[src/rtl/block_streamer.sv]
// block_streamer: collects one ROWS-row block of reference/filter row pairs, then
// replays it as a gapless ROWS-cycle burst followed by a single idle (done) cycle.
module block_streamer #(
  parameter int ROWS  = 8,
  parameter int PIX_W = 8
) (
  input  logic               clk,
  input  logic               reset,
  input  logic               in_valid,
  output logic               in_ready,
  input  logic [8*PIX_W-1:0] in_ref_row,
  input  logic [8*PIX_W-1:0] in_filt_row,
  output logic [8*PIX_W-1:0] ref_pix,
  output logic [8*PIX_W-1:0] filter_pix,
  output logic               input_ready,
  output logic               block_done,
  output logic [7:0]         blocks_sent,
  output logic [1:0]         state_o
);
  localparam int W     = 8 * PIX_W;
  localparam int CNT_W = (ROWS > 1) ? $clog2(ROWS) : 1;
  localparam logic [CNT_W-1:0] LAST = CNT_W'(ROWS - 1);
  localparam logic [CNT_W-1:0] ZERO = '0;

  typedef enum logic [1:0] {
    FILL   = 2'd0,
    STREAM = 2'd1,
    GAP    = 2'd2
  } state_t;

  state_t           state_q, state_d;
  logic [CNT_W-1:0] wr_cnt_q, wr_cnt_d;
  logic [CNT_W-1:0] rd_cnt_q, rd_cnt_d;
  logic [W-1:0]     ref_q, ref_d;
  logic [W-1:0]     filt_q, filt_d;
  logic             input_ready_q, input_ready_d;
  logic             block_done_q, block_done_d;
  logic [7:0]       blocks_sent_q, blocks_sent_d;
  logic             wr_en;

  logic [W-1:0] ref_mem  [ROWS];
  logic [W-1:0] filt_mem [ROWS];

  // Handshake: a row pair transfers on a rising edge where in_valid && in_ready;
  // in_ready is high only in FILL and never while reset is asserted, and the
  // downstream side has no back-pressure (input_ready just marks a valid row).
  assign in_ready = (state_q == FILL) && !reset;

  always_comb begin
    state_d       = state_q;
    wr_cnt_d      = wr_cnt_q;
    rd_cnt_d      = rd_cnt_q;
    ref_d         = ref_q;
    filt_d        = filt_q;
    input_ready_d = 1'b0;
    block_done_d  = 1'b0;
    blocks_sent_d = blocks_sent_q;
    wr_en         = 1'b0;
    case (state_q)
      FILL: begin
        if (in_valid && in_ready) begin
          wr_en = 1'b1;
          if (wr_cnt_q == LAST) begin
            wr_cnt_d      = ZERO;
            rd_cnt_d      = ZERO;
            state_d       = STREAM;
            input_ready_d = 1'b1;
            // With ROWS == 1 row 0 is being written this very edge, so bypass the buffer.
            ref_d  = (wr_cnt_q == ZERO) ? in_ref_row  : ref_mem[ZERO];
            filt_d = (wr_cnt_q == ZERO) ? in_filt_row : filt_mem[ZERO];
          end else begin
            wr_cnt_d = wr_cnt_q + 1'b1;
          end
        end
      end
      STREAM: begin
        if (rd_cnt_q == LAST) begin
          state_d       = GAP;
          block_done_d  = 1'b1;
          blocks_sent_d = blocks_sent_q + 8'd1;
        end else begin
          rd_cnt_d      = rd_cnt_q + 1'b1;
          ref_d         = ref_mem[rd_cnt_d];
          filt_d        = filt_mem[rd_cnt_d];
          input_ready_d = 1'b1;
        end
      end
      GAP: begin
        state_d = FILL;
      end
      default: begin
        state_d = FILL;
      end
    endcase
  end

  always_ff @(posedge clk) begin
    if (reset) begin
      state_q       <= FILL;
      wr_cnt_q      <= ZERO;
      rd_cnt_q      <= ZERO;
      ref_q         <= '0;
      filt_q        <= '0;
      input_ready_q <= 1'b0;
      block_done_q  <= 1'b0;
      blocks_sent_q <= 8'd0;
    end else begin
      state_q       <= state_d;
      wr_cnt_q      <= wr_cnt_d;
      rd_cnt_q      <= rd_cnt_d;
      ref_q         <= ref_d;
      filt_q        <= filt_d;
      input_ready_q <= input_ready_d;
      block_done_q  <= block_done_d;
      blocks_sent_q <= blocks_sent_d;
    end
  end

  // Row storage is not reset; a row is only ever read after this block rewrote it.
  always_ff @(posedge clk) begin
    if (wr_en) begin
      ref_mem[wr_cnt_q]  <= in_ref_row;
      filt_mem[wr_cnt_q] <= in_filt_row;
    end
  end

  assign ref_pix     = ref_q;
  assign filter_pix  = filt_q;
  assign input_ready = input_ready_q;
  assign block_done  = block_done_q;
  assign blocks_sent = blocks_sent_q;
  assign state_o     = state_q;

endmodule

[config.mk]
export PLATFORM = sky130hd
export DESIGN_NAME = block_streamer
export DESIGN_NICKNAME = d
export VERILOG_FILES = /design/src/rtl/block_streamer.sv
export SDC_FILE = /design/constraint.sdc
export NUM_CORES = 2
export LEC_CHECK = 0
export CORE_UTILIZATION = 59
export CTS_BUF_LIST = sky130_fd_sc_hd__clkbuf_16
export DETAILED_ROUTE_END_ITERATION = 16
export GPL_TIMING_DRIVEN = 0
export HOLD_SLACK_MARGIN = 0.06
export PLACE_DENSITY = 0.88
export REMOVE_ABC_BUFFERS = 1
export SKIP_CTS_REPAIR_TIMING = 1
export SYNTH_ARGS = -nofsm -noshare
export SYNTH_HDL_FRONTEND = slang
export SYNTH_SLANG_ARGS = --single-unit
[constraint.sdc]
create_clock -name clk -period 16.4 [get_ports clk]
set_clock_uncertainty 0.15 [all_clocks]
set_input_delay 2.46 -clock clk [delete_from_list [all_inputs] [get_ports clk]]
set_output_delay 2.46 -clock clk [all_outputs]
set_load 0.1 [all_outputs]
; ---- After elaboration in Yosys (flattened, before gate mapping)
; Memory sizes are Yosys's and may differ from the RTL's.
; Cells that the tools add are included.
[classes]
eq_ne = 7
n_bitwise = 1
addsub = 3
muxes = 28
reduce_logical = 11
[ops]
columns = op, n
row1 = 2-to-1 mux 64 bit, 8
row2 = case mux 64 bit (2 select lines), 2
row3 = 2-to-1 mux 3 bit, 4
row4 = adder 8 x 1 -> 8 bit (second input constant), 1
row5 = 2-to-1 mux 1 bit, 8
row6 = adder 3 x 1 -> 3 bit (second input constant), 2
row7 = equality test 3 bit (second input constant), 2
row8 = 2-to-1 mux 2 bit, 3
row9 = case mux 3 bit (2 select lines), 1
row10 = != test 2 x 1 -> 1 bit (second input constant), 2
row11 = != test 2 bit (second input constant), 2
row12 = case mux 2 bit (2 select lines), 1
row13 = AND reduction 2 bit, 2
row14 = AND reduction 4 bit, 1
row15 = logical NOT 3 bit, 1
row16 = AND reduction 3 bit, 1
row17 = equality test 2 x 1 -> 1 bit (second input constant), 1
row18 = logical AND 1 bit, 2
row19 = logical NOT 2 bit, 1
row20 = case mux 1 bit (2 select lines), 1
row21 = nonzero test 2 bit, 1
row22 = OR reduction 2 bit, 1
row23 = logical NOT 1 bit, 1
row24 = inverter 1 bit, 1
[word_totals]
mem_count = 2
wordCells = 60
ff_bits = 146
ramBits = 1024
out_inout_bits = 141
[memory_table]
columns = memory, words, width, read_ports, rd_ports_with_merged_regs, write_ports, line_no
row1 = filt_mem, 8, 64, 2, 0, 1, 42  ; logic [W-1:0] filt_mem [ROWS];
row2 = ref_mem, 8, 64, 2, 0, 1, 41  ; logic [W-1:0] ref_mem [ROWS];

; ---- Depth between registers and ports, before layout
[depth]
word_depth = 7
depth_mapped = 10
mapped_depth_nobuf = 6

; ---- Least setup slack after synthesis
; Ideal clock, no wire load.
[synth_timing]
path_kind = input port to flip-flop
startpoint = input reset
endpoint = memory filt_mem[1][0] (netlist bit) (enable)
arrival_ns = 11.766
slack_ns = 3.712
required_ns = 15.478
stages = 3
cell_sequence = nor4b_2 nand2_1 nor3_1
[synth_between]
elab_chain_len = 7
[synth_lines]
columns = element, line_no
row1 = start: declaration, 8  ; input logic reset,
row2 = logical NOT 1 bit, 47  ; assign in_ready = (state_q == FILL) && !reset;
row3 = logical AND 1 bit, 47
row4 = logical AND 1 bit, 61  ; if (in_valid && in_ready) begin
row5 = 2-to-1 mux 1 bit, 61
row6 = 2-to-1 mux 1 bit, 59  ; case (state_q)
row7 = 2-to-1 mux 1 bit, 121  ; if (wr_en) begin
row8 = 2-to-1 mux 1 bit (implied by the code), 123  ; filt_mem[wr_cnt_q] <= in_filt_row;
row9 = end: declaration, 42
; No other way between the ends.

; ---- Final worst setup path
[layout_timing]
startpoint = input reset
endpoint = output in_ready
[layout_between]
elab_chain_len = 2
[layout_lines]
columns = element, line_no
row1 = logical NOT 1 bit, 47
row2 = logical AND 1 bit, 47
row3 = end: declaration, 10  ; output logic in_ready,
; No other way between the ends.

==> flow_metrics.tcl <==
set metrics [dict create \
    synth-main-ff-cell "edfxtp_1" \
    status "completed" \
    ys_async_sr_fraction 0 \
    synth_top_cell_area_share 0.666 \
    port_buffers 271 \
    ys_seq_area_frac 0.729 \
    synthAdderAreaFrac 0.00163 \
    clock_latency_ns 0.68 \
    cp-end-kind "primary output" \
    cpPeakStageDelay_ns 0.99 \
    multiInputGateArea_um2 11700 \
    final_cells 4316 \
    vias 27700 \
    max_cap_viol_count 0 \
    drive_above_1_share 0.146 \
    swShare 0.206 \
    cts_tree "built" \
    synth_area_leaders "edfxtp_1 (67%), mux2i_1 (11%), dfxtp_1 (6.3%)" \
    yosysUniqueCellTypes 42 \
    yosysTopAreaCell "edfxtp_1" \
    synth_top_family_by_area "multiplexers" \
    cp-start-kind "input port" \
    gp_congestion 0.728 \
    clk_pin_slew_ns 0.06 \
    drt_iter0_drc 2869 \
    power_switching_w 0.00122 \
    num_rows 102 \
    die-area_um2 79400 \
    grt_max_degree 83 \
    drc_errors 0 \
    critPathArrivalTime_ns 4.61 \
    path_cells "buf_8, buf_16, nor3_1, clkdlybuf4s50_1" \
    rsz0062_at_grt "false" \
    fin_nets 3302 \
    start_util 0.596 \
    clockRootBuffer "clkbuf_16" \
    placed_area_um2 51700 \
    hold_violations 0 \
    setup_viol 0 \
    synth-simple-area-share 0.0285 \
    die_h_um 282 \
    tightest_slew_ns 1.22 \
    p_int_w 0.00471 \
    synth_compound_area_frac 0.0779 \
    max_freq_ghz 0.138 \
    htree_levels 3 \
    synth_common_cells "edfxtp_1 (1024), mux2i_1 (513), nor2_1 (279), o22ai_1 (224), dfxtp_1 (146)" \
    grt_usage 0.290 \
    path_class "input port to primary output" \
    synth_most_common_cell "edfxtp_1" \
    clockBufferDepth 3 \
    p_leak_nw 17.0 \
    postRouteWirelength_um 117000 \
    route.detailed.wl_per_inst_um 27.0 \
    drv_slew 0 \
    combPwrFrac 0.036 \
    dp_cells 4091 \
    power.density_nw_per_um2 107 \
    seq_area_um2 33700 \
    ant_nets 0 \
    cts_buffers 112 \
    finalSetupTns_ns 0 \
    seq_power_share 0.552 \
    via_per_inst 6.42 \
    syn-cell-area_um2 46200 \
    grt_pass1_wl_um 172000 \
    antenna_found_initial 15 \
    core_area_um2 77500 \
    worstPathRequired_ns 13.79 \
    syn_area_per_cell_um2 16.2 \
    io_pins 272 \
    crit_fanout 82 \
    ys.warnings.count 0 \
    synth_mux_area_frac 0.142 \
    overflow 0 \
    hold_path_class "flop to flop" \
    area_growth_pct 19.6 \
    cts_sinks 1170 \
    dr.pass1.iters 7 \
    die_w_um 282 \
    final_core_util 0.713 \
    slowest_stage "clkdlybuf4s50_1" \
    final.period_utilization 0.440 \
    synthXorXnorAreaFrac 0.00114 \
    design_area_um2 55200 \
    finalCriticalPeriod_ns 7.22 \
    dp_hpwl_um 69800 \
    syn_inst 2857 \
    grt_pass1_vias 28500 \
    max_slew_margin 0.185 \
    ir_drop_uv 121 \
    fillCellCount 4521 \
    total_power_w 0.00593 \
    synth-seq-cells 1170 \
    p_clk_frac 0.412 \
    synth-edff-count 1024 \
]
-- power by group through the flow --
| stage | Sequential [W] | Clock, W | Combinational (W) |
|---|---|---|---|
| floorplan | 0.00334 | 0 | 0.0000951 |
| global placement | 0.00335 | 0 | 0.000195 |
| detailed placement | 0.00334 | 0 | 0.000207 |
| CTS | 0.00327 | 0.00247 | 0.000210 |
| global route | 0.00327 | 0.00258 | 0.000225 |
| finish | 0.00327 | 0.00244 | 0.000213 |
-- layout make-up --
type                       instances  share of cell area
clock buffer                     113              0.0512
antenna                           11            0.000498
timing repair buffer             385              0.0894
inverter                           3            0.000204
tap                             1040              0.0236
clock inverter                   101              0.0127
multi-input combinational       1493               0.213
sequential                      1170               0.610
-- worst max-delay path, delay by kind of cell --
family	cells	cell delay, ns
buf+inv	3	1.91
simple gates	1	0.09
-- cells in the final DEF, fill, tap and decap left out, types with 4 or more instances in the layout --
cell type,count
edfxtp_1,1024
mux2i_1,513
nor2_1,273
clkdlybuf4s50_1,270
o22ai_1,224
dfxtp_1,146
a21oi_1,131
mux2_2,128
clkbuf_16,113
a211oi_1,99
inv_1,37
buf_12,37
buf_16,34
o22ai_2,30
a211oi_2,30
buf_6,28
clkinv_2,25
clkinv_1,24
buf_8,16
diode_2,11
nand2_1,9
nor2_4,6
bufinv_16,6
nor3_1,5
ha_1,5
clkinvlp_4,5
xnor2_1,4
-- path summary, 6_finish.rpt --
| kind | startpoint | endpoint | slack (ns) | cells past startpoint |
|---|---|---|---|---|
| max | reset | in_ready | 9.18 | 4 |
| min | ref_pix[34] | ref_pix[34] | 0.35 | 2 |
| max reg2reg | rd_cnt_q[0] | ref_pix[32] | 12.27 | 9 |
| min reg2reg | ref_pix[34] | ref_pix[34] | 0.35 | 2 |
-- through the flow --
stage / setup WS (ns) / hold slack, ns
after floorplan: -1.13 / 0.314
after global placement: -13.71 / 0.330
after detailed placement: 9.17 / 0.343
after CTS: 9.19 / 0.352
after global routing: 9.14 / 0.378
final: 9.18 / 0.347
-- state kept, by name (all words and copies together), names as in the netlist --
register and flops:
ref_pix 64, filter_pix 64, blocks_sent 8, rd_cnt_q 3
filt_mem 512, ref_mem 512, block_done 1, wr_cnt_q 3
state_o 2, input_ready 1
-- cells by family (layout without fill, tap and decap cells) --
| group | count (synthesis) | in the layout |
|---|---|---|
| flops | 1170 | 1170 |
| mux | 641 | 641 |
| compound gates | 520 | 520 |
| simple gates | 320 | 320 |
| buf+inv | 194 | 602 |
| fa+ha+maj | 6 | 6 |
| xor+xnor | 6 | 6 |
| other cells | 0 | 11 |
-- metal layers --
metal / vias up / track usage / wire length, um
li1: 11800 / - / -
met1: 13900 / 0.362 / 43000
met2: 1575 / 0.490 / 58800
met3: 330 / 0.0583 / 10600
met4: 10 / 0.128 / 4090
met5: - / 0 / 58
(Power assumes the default switching activity.)
